==> config.mk <==
export PLATFORM = sky130hd
export DESIGN_NAME = relu_maxpool_writeback_flat
export DESIGN_NICKNAME = d
export VERILOG_FILES = /design/src/rtl/cnn_pkg.sv /design/src/rtl/relu_maxpool_writeback_if.sv /design/src/rtl/relu_max2_unit.sv /design/src/rtl/relu_maxpool_writeback.sv /design/src/flat_wrapper.sv
export SDC_FILE = /design/constraint.sdc
export NUM_CORES = 1
export LEC_CHECK = 0
export BUFFER_PORTS_ARGS = -buffer_cell sky130_fd_sc_hd__buf_2
export CAP_MARGIN = 10
export CORE_AREA = 2 2 103 105
export CTS_CLUSTER_SIZE = 24
export DETAILED_ROUTE_END_ITERATION = 16
export DIE_AREA = 0 0 105 107
export GPL_TIMING_DRIVEN = 0
export PLACE_DENSITY = 0.57
export SLEW_MARGIN = 0
export SYNTH_ARGS = -nofsm -noshare
export SYNTH_HDL_FRONTEND = slang
export SYNTH_SLANG_ARGS = --single-unit
==> constraint.sdc <==
create_clock -name clk -period 2.8 [get_ports clk]
set_input_delay 0.28 -clock clk [delete_from_list [all_inputs] [get_ports clk]]
set_output_delay 0.28 -clock clk [all_outputs]
set_load 0.02 [all_outputs]
==> src/rtl/cnn_pkg.sv <==
// Shared CNN datapath widths and post-conv FSM state encoding, common to the
// compute processor and the ReLU/max-pool writeback stage.
package cnn_pkg;
  localparam int BIT_WIDTH                  = 16;
  localparam int DATASET_DEPTH_COUNTER_BITS = 9;
  localparam int FILTER_COUNTER_BITS        = 3;

  typedef logic signed [BIT_WIDTH-1:0]                  word_t;
  typedef logic        [DATASET_DEPTH_COUNTER_BITS-1:0] col_t;
  typedef logic        [FILTER_COUNTER_BITS-1:0]        filt_t;

  typedef enum logic [1:0] {
    ST_IDLE  = 2'd0,
    ST_READ  = 2'd1,
    ST_DRAIN = 2'd2,
    ST_DONE  = 2'd3
  } cnn_state_e;

  // Columns actually consumed by 2:1 pooling: an odd trailing column is dropped.
  function automatic col_t pair_cols(input col_t width_len);
    return width_len & ~col_t'(1);
  endfunction
endpackage

==> src/rtl/relu_maxpool_writeback_if.sv <==
// Control, Result RAM read port and Out RAM write port of the writeback stage.
// master = writeback block, slave = processor/RAM side.
interface relu_maxpool_writeback_if;
  import cnn_pkg::*;

  logic  start;
  col_t  width_len;
  filt_t filter_count_m1;
  logic  busy;
  logic  done_m;

  filt_t result_ram_read_address_depth;
  col_t  result_ram_read_address_width;
  logic  result_ram_read_enable;
  word_t result_ram_read_data;

  filt_t out_ram_write_address_depth;
  col_t  out_ram_write_address_width;
  logic  out_ram_write_m;
  word_t out_ram_write_data;

  modport master (
    input  start, width_len, filter_count_m1, result_ram_read_data,
    output busy, done_m,
           result_ram_read_address_depth, result_ram_read_address_width,
           result_ram_read_enable,
           out_ram_write_address_depth, out_ram_write_address_width,
           out_ram_write_m, out_ram_write_data
  );

  modport slave (
    output start, width_len, filter_count_m1, result_ram_read_data,
    input  busy, done_m,
           result_ram_read_address_depth, result_ram_read_address_width,
           result_ram_read_enable,
           out_ram_write_address_depth, out_ram_write_address_width,
           out_ram_write_m, out_ram_write_data
  );
endinterface

==> src/rtl/relu_max2_unit.sv <==
// Combinational signed max(0, a, b); zero latency.
// No flow control: output follows inputs every cycle.
module relu_max2_unit
  import cnn_pkg::*;
#(
  parameter int W = BIT_WIDTH
) (
  input  logic signed [W-1:0] a_dat,
  input  logic signed [W-1:0] b_dat,
  output logic signed [W-1:0] max_dat
);
  logic signed [W-1:0] ab_dat;

  always_comb begin
    ab_dat  = (a_dat > b_dat) ? a_dat : b_dat;
    max_dat = ab_dat[W-1] ? '0 : ab_dat;
  end
endmodule

==> src/rtl/relu_maxpool_writeback.sv <==
// Reads Result RAM filter by filter, ReLU + 2:1 width max-pool, writes Out RAM;
// a pair read in t,t+1 is written in t+3. No backpressure: one read per cycle.
module relu_maxpool_writeback
  import cnn_pkg::*;
(
  input  logic                      clk,
  input  logic                      rst_n,
  relu_maxpool_writeback_if.master  bus
);
  localparam col_t  COL_ONE  = col_t'(1);
  localparam filt_t FILT_ONE = filt_t'(1);

  cnn_state_e state_q, state_d;
  col_t       col_q, last_col_q, rd_pair_q, wr_width_q, start_pair_cols;
  filt_t      filt_q, last_filt_q, rd_filt_q, wr_depth_q;
  logic       rd_en, last_col, last_rd;
  logic       rd_vld_q, rd_odd_q, wr_vld_q;
  word_t      a_dat_q, max_dat, wr_dat_q;

  assign start_pair_cols = pair_cols(bus.width_len);
  assign rd_en    = (state_q == ST_READ);
  assign last_col = (col_q == last_col_q);
  assign last_rd  = last_col && (filt_q == last_filt_q);

  always_comb begin
    state_d = state_q;
    unique case (state_q)
      ST_IDLE:  if (bus.start) state_d = (start_pair_cols != '0) ? ST_READ : ST_DONE;
      ST_READ:  if (last_rd) state_d = ST_DRAIN;
      // Last pair's write is the only one left once no read is in flight.
      ST_DRAIN: if (wr_vld_q && !rd_vld_q) state_d = ST_DONE;
      ST_DONE:  state_d = ST_IDLE;
      default:  state_d = ST_IDLE;
    endcase
  end

  always_ff @(posedge clk or negedge rst_n) begin
    if (!rst_n) state_q <= ST_IDLE;
    else        state_q <= state_d;
  end

  // Geometry is captured at Start so later input changes cannot disturb a pass.
  always_ff @(posedge clk or negedge rst_n) begin
    if (!rst_n) begin
      col_q       <= '0;
      filt_q      <= '0;
      last_col_q  <= '0;
      last_filt_q <= '0;
    end else if (state_q == ST_IDLE && bus.start) begin
      col_q       <= '0;
      filt_q      <= '0;
      last_col_q  <= start_pair_cols - COL_ONE;
      last_filt_q <= bus.filter_count_m1;
    end else if (rd_en) begin
      if (last_col) begin
        col_q  <= '0;
        filt_q <= last_rd ? '0 : filt_q + FILT_ONE;
      end else begin
        col_q  <= col_q + COL_ONE;
      end
    end
  end

  relu_max2_unit #(.W(BIT_WIDTH)) u_max2 (
    .a_dat   (a_dat_q),
    .b_dat   (bus.result_ram_read_data),
    .max_dat (max_dat)
  );

  // Read tags travel with the 1-cycle RAM latency; even column lands in a_dat_q,
  // odd column is pooled straight off the RAM bus into the write register.
  always_ff @(posedge clk or negedge rst_n) begin
    if (!rst_n) begin
      rd_vld_q   <= 1'b0;
      rd_odd_q   <= 1'b0;
      rd_pair_q  <= '0;
      rd_filt_q  <= '0;
      a_dat_q    <= '0;
      wr_vld_q   <= 1'b0;
      wr_dat_q   <= '0;
      wr_depth_q <= '0;
      wr_width_q <= '0;
    end else begin
      rd_vld_q  <= rd_en;
      rd_odd_q  <= col_q[0];
      rd_pair_q <= col_q >> 1;
      rd_filt_q <= filt_q;
      wr_vld_q  <= rd_vld_q && rd_odd_q;
      if (rd_vld_q && !rd_odd_q) a_dat_q <= bus.result_ram_read_data;
      if (rd_vld_q && rd_odd_q) begin
        wr_dat_q   <= max_dat;
        wr_depth_q <= rd_filt_q;
        wr_width_q <= rd_pair_q;
      end
    end
  end

  assign bus.result_ram_read_enable        = rd_en;
  assign bus.result_ram_read_address_depth = filt_q;
  assign bus.result_ram_read_address_width = col_q;
  assign bus.out_ram_write_m               = wr_vld_q;
  assign bus.out_ram_write_data            = wr_dat_q;
  assign bus.out_ram_write_address_depth   = wr_depth_q;
  assign bus.out_ram_write_address_width   = wr_width_q;
  assign bus.busy                          = (state_q != ST_IDLE);
  assign bus.done_m                        = (state_q == ST_DONE);
endmodule

==> src/flat_wrapper.sv <==
// flat-port wrapper written by rule: the top's interface ports become plain ports
module relu_maxpool_writeback_flat import cnn_pkg::*;
  (clk, rst_n, bus_start, bus_width_len, bus_filter_count_m1, bus_result_ram_read_data, bus_busy, bus_done_m, bus_result_ram_read_address_depth, bus_result_ram_read_address_width, bus_result_ram_read_enable, bus_out_ram_write_address_depth, bus_out_ram_write_address_width, bus_out_ram_write_m, bus_out_ram_write_data);
  relu_maxpool_writeback_if bus_i ();
  input  logic clk;
  input  logic rst_n;
  input wire logic [$bits(bus_i.start)-1:0] bus_start;
  input wire logic [$bits(bus_i.width_len)-1:0] bus_width_len;
  input wire logic [$bits(bus_i.filter_count_m1)-1:0] bus_filter_count_m1;
  input wire logic [$bits(bus_i.result_ram_read_data)-1:0] bus_result_ram_read_data;
  output wire logic [$bits(bus_i.busy)-1:0] bus_busy;
  output wire logic [$bits(bus_i.done_m)-1:0] bus_done_m;
  output wire logic [$bits(bus_i.result_ram_read_address_depth)-1:0] bus_result_ram_read_address_depth;
  output wire logic [$bits(bus_i.result_ram_read_address_width)-1:0] bus_result_ram_read_address_width;
  output wire logic [$bits(bus_i.result_ram_read_enable)-1:0] bus_result_ram_read_enable;
  output wire logic [$bits(bus_i.out_ram_write_address_depth)-1:0] bus_out_ram_write_address_depth;
  output wire logic [$bits(bus_i.out_ram_write_address_width)-1:0] bus_out_ram_write_address_width;
  output wire logic [$bits(bus_i.out_ram_write_m)-1:0] bus_out_ram_write_m;
  output wire logic [$bits(bus_i.out_ram_write_data)-1:0] bus_out_ram_write_data;
  assign bus_i.start = bus_start;
  assign bus_i.width_len = bus_width_len;
  assign bus_i.filter_count_m1 = bus_filter_count_m1;
  assign bus_i.result_ram_read_data = bus_result_ram_read_data;
  assign bus_busy = bus_i.busy;
  assign bus_done_m = bus_i.done_m;
  assign bus_result_ram_read_address_depth = bus_i.result_ram_read_address_depth;
  assign bus_result_ram_read_address_width = bus_i.result_ram_read_address_width;
  assign bus_result_ram_read_enable = bus_i.result_ram_read_enable;
  assign bus_out_ram_write_address_depth = bus_i.out_ram_write_address_depth;
  assign bus_out_ram_write_address_width = bus_i.out_ram_write_address_width;
  assign bus_out_ram_write_m = bus_i.out_ram_write_m;
  assign bus_out_ram_write_data = bus_i.out_ram_write_data;
  relu_maxpool_writeback u_core (.clk(clk), .rst_n(rst_n), .bus(bus_i));
endmodule
==> qor.txt, run 1 <==
STA
--------------------------------------------------------------------------------
Post-route fraction of the period consumed by the critical path ...       0.9052
Endpoints failing hold ............................................            0
Max Clock Skew ....................................................  0.008080 ns
Time the worst path needs with I/O delays and setup ...............     2.535 ns
Fin. max-slew vios ................................................            0
Final-report setup violation count ................................            0
Achievable clock frequency ........................................    394.5 MHz
Worst max-slew margin expressed relative to the limit .............       0.5616
Slew @ Worst Pin ..................................................    0.6552 ns
Final-layout setup total negative slack ...........................         0 ns
RSZ-0062 raised after global routing ..............................           no

CELLS AND AREA
--------------------------------------------------------------------------------
Share of the core filled with cells in the final layout ...........       0.4650
Proportion of layout cells with a drive suffix above 1 ............       0.2407
Non-Filler Cell Area, Final .......................................    4693 um^2
Synth-to-layout area growth .......................................       19.00%
Total of fill cells in the finished design ........................         1009
Final antenna diode count .........................................            0
Area used by multi-input combinational logic ......................    1738 um^2
Storage element area ..............................................    2052 um^2
Net count of the finished layout ..................................          509

WORST SETUP PATH
--------------------------------------------------------------------------------
CP Class ..........................................................   reg -> reg
Kind of capture point of the worst setup path .....................     register
Critical path startpoint category .................................     register
Slowest-stage cell, CP ............................................ sky130_fd_sc_hd__o41ai_4
Critical path data arrival time ...................................      2.83 ns
Buf/Inv on CP .....................................................            1
Slowest Stage Delay on Critical Path ..............................      0.50 ns
Critical-path cell list ........................................... ha_1, nand4_2, or3_1, a21oi_1, nor2b_1, o41ai_4, buf_6, a221o_1
Required time worst endpoint ......................................      3.10 ns
Maximum fanout count along the critical path ......................           10
Top cell family by delay on the critical path ..................... compound AO/OA/AOI/OAI gates

CLOCKING
--------------------------------------------------------------------------------
Bufs on Longest Clock Path ........................................            2
Max H-tree Level ..................................................            3
Latest clock arrival within the worst-skew pair ...................      0.36 ns
TritonCTS buffer count ............................................            9
CTS Root Cell ..................................................... sky130_fd_sc_hd__clkbuf_8
TritonCTS clock tree ..............................................          yes
Clock sinks .......................................................           82
Clock Pin Slew Worst Setup and Hold Paths .........................      0.08 ns

LOGIC SYNTHESIS
--------------------------------------------------------------------------------
Share of async-settable or async-resettable flops after synthesis .        1.000
Top cells by area, synth .......................................... sky130_fd_sc_hd__dfrtp_1, sky130_fd_sc_hd__ha_1, sky130_fd_sc_hd__nand2_1, sky130_fd_sc_hd__o21ai_0, sky130_fd_sc_hd__a221o_1
Netlist Area Pre-Place ............................................    3944 um^2
Top cell type's share of synthesized area .........................       0.5203
Number of flip-flops and latches in the synthesized netlist .......           82
Top-count cell post-synth ......................................... sky130_fd_sc_hd__dfrtp_1
Top post-synthesis cells by count ................................. sky130_fd_sc_hd__dfrtp_1, sky130_fd_sc_hd__nand2_1, sky130_fd_sc_hd__o21ai_0
Number of unique standard cell types used by synthesis ............           39
Prevailing post-synth register cell ............................... sky130_fd_sc_hd__dfrtp_1
Count of mapped cells out of synthesis ............................          368
Sequential element share of the synthesized area ..................       0.5203
Cell type contributing the most total cell area after synthesis ... sky130_fd_sc_hd__dfrtp_1
Post-synthesis average cell area ..................................   10.72 um^2
Yosys warns .......................................................            0
Number of enable-type register cells in the synthesized netlist ...            0

PWR
--------------------------------------------------------------------------------
Leakage Power .....................................................     2.379 nW
Total chip power ..................................................     4.642 mW
PwrDens ........................................................... 989.0 nW/um^2
Peak ir drop on the vdd network ...................................     434.4 uV

DIE
--------------------------------------------------------------------------------
Starting density of the core ......................................       0.3908
Vertical die dimension ............................................       107 um
Row count .........................................................           37
Width of the chip .................................................       105 um
Core region area ..................................................   10090 um^2
Area enclosed by the die boundary .................................   11240 um^2
Io pins ...........................................................           75

ROUTE
--------------------------------------------------------------------------------
Residual antenna-violating net count after detailed routing .......            0
Drt via density ...................................................        4.889
Number of DRC violations after detailed routing ...................            0
Average routed wire per standard cell .............................     14.04 um
Number of detailed-routing iterations run before antenna repair ...            4
Total wire length after detailed routing ..........................      8327 um
DRC violation total after the first TritonRoute iteration .........           72
Via Count .........................................................         2899

GRT
--------------------------------------------------------------------------------
Aggregate global routing overflow .................................            0
GRT Overall Usage .................................................       0.1607
Global-route wire length before repair ............................     14290 um
Via count of the first global-routing pass ........................         2928
Maximum number of pins on one net before global-route repair ......           60
Antenna violations before repair ..................................            0

RUN STATUS
--------------------------------------------------------------------------------
Outcome ........................................................... complete, no violations

PLACE
--------------------------------------------------------------------------------
Global placer's final weighted congestion .........................       0.8253
# port buffers ....................................................           71
Total cell area at the placement stage ............................    4503 um^2
HPWL reported at the end of detailed placement ....................      6030 um

HOLD PATH
--------------------------------------------------------------------------------
Hold WC Path Type .................................................    in -> reg

FLOW RUN
--------------------------------------------------------------------------------
Max capacitance violation total ...................................            0

==> kinds of logic (layout without fill, tap and decap cells) <==
family          Yosys count  count (layout)  synth area share
buf+inv                  38             126           0.03997
simple gates            113             113            0.1466
xor+xnor                 18              18           0.03997
fa+ha+maj                25              25           0.07931
flops                    82              82            0.5203
other cells               1               2         0.0009509
compound gates           76              76            0.1307
mux                      15              15           0.04220
==> power by group <==
group	switching (mW)	internal [mW]
clock	0.422	0.364
sequential	0.323	1.61
combinational	1.13	0.791
total	1.88	2.76
==> final cells by class <==
cell class | count | share of cell area
multi-input combinational | 249 | 0.3703
tap | 136 | 0.03626
sequential | 82 | 0.4372
timing repair buffer | 73 | 0.08424
inverter | 25 | 0.01999
clock buffer | 11 | 0.03226
buffer | 13 | 0.01386
clock inverter | 4 | 0.005865
==> flip-flops by register name (all words and copies together), names as in the netlist <==
| register | cells |
|---|---|
| u_core.last_col_q | 9 |
| u_core.bus.result_ram_read_address_width | 9 |
| u_core.bus.out_ram_write_address_width | 8 |
| u_core.bus.out_ram_write_m | 1 |
| u_core.bus.out_ram_write_data | 15 |
| u_core.rd_vld_q | 1 |
| u_core.state_q | 2 |
| u_core.rd_filt_q | 3 |
| u_core.last_filt_q | 3 |
| u_core.rd_odd_q | 1 |
| u_core.bus.out_ram_write_address_depth | 3 |
| u_core.bus.result_ram_read_address_depth | 3 |
| u_core.a_dat_q | 16 |
| u_core.rd_pair_q | 8 |
==> layer usage <==
| metal | share of wire | up-vias | global-route usage |
|---|---|---|---|
| li1 | - | 1449 | - |
| met1 | 0.50 | 1384 | 0.2206 |
| met2 | 0.44 | 54 | 0.2440 |
| met3 | 0.037 | 12 | 0.02796 |
| met4 | 0.023 | 0 | 0.08286 |
| met5 | 0 | - | 0 |
==> placed cells by master, fill, tap and decap left out, drive strengths merged, types with 13 or more instances in the layout <==
cell    instances
nand2          49
xnor2          14
and2           16
ha             25
mux2           13
clkbuf         21
o21ai          34
a221o          15
buf            75
dfrtp          82
inv            25
a21oi          15
==> stage by stage <==
step | worst slack, ns | std cells | hold WS [ns]
2_1_floorplan | 0.5624 | 369 | -0.01559
3_3_place_gp | 0.06653 | 576 | 0.4598
3_5_place_dp | 0.09261 | 577 | 0.2164
4_1_cts | 0.1532 | 593 | 0.09162
5_1_grt | 0.06497 | 593 | 0.1065
6_report | 0.2653 | 593 | 0.1098
==> worst paths after layout <==
| check | start | endpoint | slack, ns | cells past startpoint |
|---|---|---|---|---|
| max | u_core.a_dat_q[15] | u_core.bus.out_ram_write_data[4] | 0.27 | 8 |
| min | bus_filter_count_m1[2] | u_core.last_filt_q[2] | 0.11 | 3 |
| max reg2reg | u_core.a_dat_q[15] | u_core.bus.out_ram_write_data[4] | 0.27 | 8 |
| min reg2reg | u_core.rd_pair_q[3] | u_core.bus.out_ram_write_address_width[3] | 0.48 | 1 |
| max in group asynchronous | rst_n | u_core.last_col_q[0] | 1.84 | 3 |
| min in group asynchronous | rst_n | u_core.a_dat_q[10] | 0.36 | 2 |
==> tightest hold or removal path, delay by kind of cell <==
kind	cells	cell delay (ns)
buffers and inverters	1	0.07
AND/OR/NAND/NOR	2	0.08
==> what timing repair did <==
action / CTS / global route
setup endpoints to repair: 0 / 10
hold endpoints to repair: 23 / 0
buffers inserted: 0 / 0
resized for setup: 0 / 2
hold buffers: 1 / 0
Power figures use the tool's default switching activity.
==> run 2: changes to the inputs <==
- BUFFER_PORTS_ARGS: -buffer_cell sky130_fd_sc_hd__buf_2 -> -buffer_cell sky130_fd_sc_hd__clkbuf_2
==> qor.txt, run 2 (synthesis gave the netlist of run 1 again) <==
WORST SETUP PATH
-------------------------------------------------------------------------------------
Maximum fanout count along the critical path ...........................           10
Slowest Stage Delay on Critical Path ...................................      0.51 ns
Slowest-stage cell, CP ................................................. sky130_fd_sc_hd__o41ai_4
Depth of the worst register-to-register path ...........................            8
Kind of capture point of the worst setup path ..........................     register
Critical path data arrival time ........................................      2.84 ns
Reg2Reg Launch Point ................................................... u_core.a_dat_q[14]
CP Class ...............................................................   reg -> reg
Register-to-register setup slack .......................................      0.24 ns
Critical-path cell list ................................................ ha_1, nand4_2, or3_1, a21oi_1, nor2b_1, o41ai_4, buf_6, a221o_1
Required time worst endpoint ...........................................      3.08 ns
End of the worst register-to-register path ............................. u_core.bus.out_ram_write_data[4]
Critical path startpoint category ......................................     register

DIE
-------------------------------------------------------------------------------------
Io pins ................................................................           75
Width of the chip ......................................................       105 um
Row count ..............................................................           37
Vertical die dimension .................................................       107 um
Core region area .......................................................   10090 um^2
Area enclosed by the die boundary ......................................   11240 um^2
Starting density of the core ...........................................       0.3908

STA
-------------------------------------------------------------------------------------
Final-layout setup total negative slack ................................         0 ns
Endpoints failing hold .................................................            0
Final-report setup violation count .....................................            0
Slew @ Worst Pin .......................................................    0.6585 ns
Time the worst path needs with I/O delays and setup ....................     2.560 ns
RSZ-0062 raised after global routing ...................................           no
Worst max-slew margin expressed relative to the limit ..................       0.5594
Max Clock Skew .........................................................   0.01387 ns
Achievable clock frequency .............................................    390.6 MHz
Post-route fraction of the period consumed by the critical path ........       0.9143
Fin. max-slew vios .....................................................            0

CELLS AND AREA
-------------------------------------------------------------------------------------
Proportion of layout cells with a drive suffix above 1 .................       0.2424
Most frequent standard cell in the layout excluding fill and tap cells . sky130_fd_sc_hd__dfrtp_1
Number of flip-flops under the largest register name ...................           16
Non-Filler Cell Area, Final ............................................    4708 um^2
Register with the most flip-flops ...................................... u_core.a_dat_q
Area used by multi-input combinational logic ...........................    1738 um^2
Synth-to-layout area growth ............................................       19.38%
Storage element area ...................................................    2052 um^2
Highest-count cells in the layout ignoring fill and taps ............... sky130_fd_sc_hd__dfrtp_1, sky130_fd_sc_hd__clkbuf_2, sky130_fd_sc_hd__nand2_1
Net count of the finished layout .......................................          509
Final antenna diode count ..............................................            0
Final Non-Filler Cells .................................................          594
Total of fill cells in the finished design .............................         1029

CLOCKING
-------------------------------------------------------------------------------------
Bufs on Longest Clock Path .............................................            2
Clock Pin Slew Worst Setup and Hold Paths ..............................      0.08 ns
TritonCTS buffer count .................................................            9
Setup Fix Bufs, Post-CTS ...............................................            0
Max H-tree Level .......................................................            3
Clock sinks ............................................................           82
CTS Root Cell .......................................................... sky130_fd_sc_hd__clkbuf_8
TritonCTS clock tree ...................................................          yes
Latest clock arrival within the worst-skew pair ........................      0.35 ns

HOLD PATH
-------------------------------------------------------------------------------------
Hold WC Path Type ......................................................    in -> reg
End of the worst hold path ............................................. u_core.last_filt_q[0]
Hold Path Depth ........................................................            3
Hold wc startpoint ..................................................... bus_filter_count_m1[0]

PWR
-------------------------------------------------------------------------------------
Total chip power .......................................................     4.701 mW
Leakage Power ..........................................................     2.383 nW
Peak ir drop on the vdd network ........................................     440.3 uV
PwrDens ................................................................ 998.4 nW/um^2

PLACE
-------------------------------------------------------------------------------------
HPWL reported at the end of detailed placement .........................      6075 um
Global placer's final weighted congestion ..............................       0.8258
Total cell area at the placement stage .................................    4503 um^2
Placed Instances .......................................................          577
# port buffers .........................................................           71

ROUTE
-------------------------------------------------------------------------------------
Residual antenna-violating net count after detailed routing ............            0
Drt via density ........................................................        4.828
Total wire length after detailed routing ...............................      8288 um
DRC violation total after the first TritonRoute iteration ..............          102
Number of detailed-routing iterations run before antenna repair ........            4
Average routed wire per standard cell ..................................     13.95 um
Via Count ..............................................................         2868
Number of DRC violations after detailed routing ........................            0

FLOW RUN
-------------------------------------------------------------------------------------
Max capacitance violation total ........................................            0

GRT
-------------------------------------------------------------------------------------
Antenna violations before repair .......................................            0
Global-route wire length before repair .................................     14150 um
Maximum number of pins on one net before global-route repair ...........           50
Aggregate global routing overflow ......................................            0
Via count of the first global-routing pass .............................         2843
GRT Overall Usage ......................................................       0.1596

RUN STATUS
-------------------------------------------------------------------------------------
Outcome ................................................................ complete, no violations

run 2: changes by cell type in the layout (fill, tap and decap cells not counted):
cell,previous run,this run
sky130_fd_sc_hd__clkinv_2,1,3
sky130_fd_sc_hd__buf_2,70,0
sky130_fd_sc_hd__clkbuf_4,0,1
sky130_fd_sc_hd__clkinv_4,0,2
sky130_fd_sc_hd__clkinvlp_4,3,1
sky130_fd_sc_hd__bufinv_16,0,1
sky130_fd_sc_hd__clkbuf_8,11,9
sky130_fd_sc_hd__clkbuf_2,1,71
sky130_fd_sc_hd__buf_4,3,2
run 2: metal layers:
layer	vias to the layer above	part of all wire	global-route usage
met3	9	0.041	0.03951
met2	67	0.44	0.2458
met5	-	0	0
li1	1447	-	-
met4	0	0.012	0.05429
met1	1345	0.50	0.2203
run 2: worst max-delay path, delay by kind of cell (launching register included):
family                   cells  cell delay [ns]
AND/OR/NAND/NOR              3             0.67
flip-flops                   1             0.41
buffers and inverters        1             0.22
AO/OA/AOI/OAI                3             0.88
adder cells (fa/ha/maj)      1             0.32
run 2: how the worst max path moves through the flow:
stage / to / cells past startpoint / startpoint
3_3_place_gp: u_core.bus.out_ram_write_data[4] / 9 / bus_result_ram_read_data[15]
3_5_place_dp: u_core.bus.out_ram_write_data[5] / 9 / bus_result_ram_read_data[15]
6_report: u_core.bus.out_ram_write_data[4] / 8 / u_core.a_dat_q[14]
4_1_cts: u_core.bus.out_ram_write_data[4] / 7 / u_core.a_dat_q[15]
2_1_floorplan: u_core.bus.out_ram_write_data[10] / 8 / u_core.a_dat_q[14]
5_1_grt: u_core.bus.out_ram_write_data[4] / 8 / u_core.a_dat_q[15]
run 2: area by class of cell:
| class | instances | area share |
|---|---|---|
| flip-flops and latches | 82 | 0.4358 |
| multi-input cells | 249 | 0.3691 |
| repair buffers | 73 | 0.08398 |
| well taps | 136 | 0.03614 |
| clock buffers | 9 | 0.02631 |
| inverters | 25 | 0.01993 |
| clock inverters | 7 | 0.01488 |
| plain buffers | 13 | 0.01382 |
run 2: repair_timing:
item | CTS | global route
gates resized for setup | 0 | 2
hold buffers | 1 | 0
endpoints found under the hold margin | 33 | 0
endpoints found under the setup margin | 0 | 10
run 2: where the power goes:
group | switching, mW | internal (mW)
sequential | 0.332 | 1.61
combinational | 1.13 | 0.787
clock | 0.432 | 0.411
total | 1.89 | 2.81
run 2: per-stage QoR:
step	worst slack [ns]	hold WS, ns	utilization
after detailed placement	0.08704	0.3020	0.4462
after CTS	0.1606	0.1108	0.4664
after floorplan	0.5624	-0.01559	-
after global routing	0.05678	0.1142	0.4665
final	0.2399	0.1298	0.4665
after global placement	0.07003	0.4596	0.4432
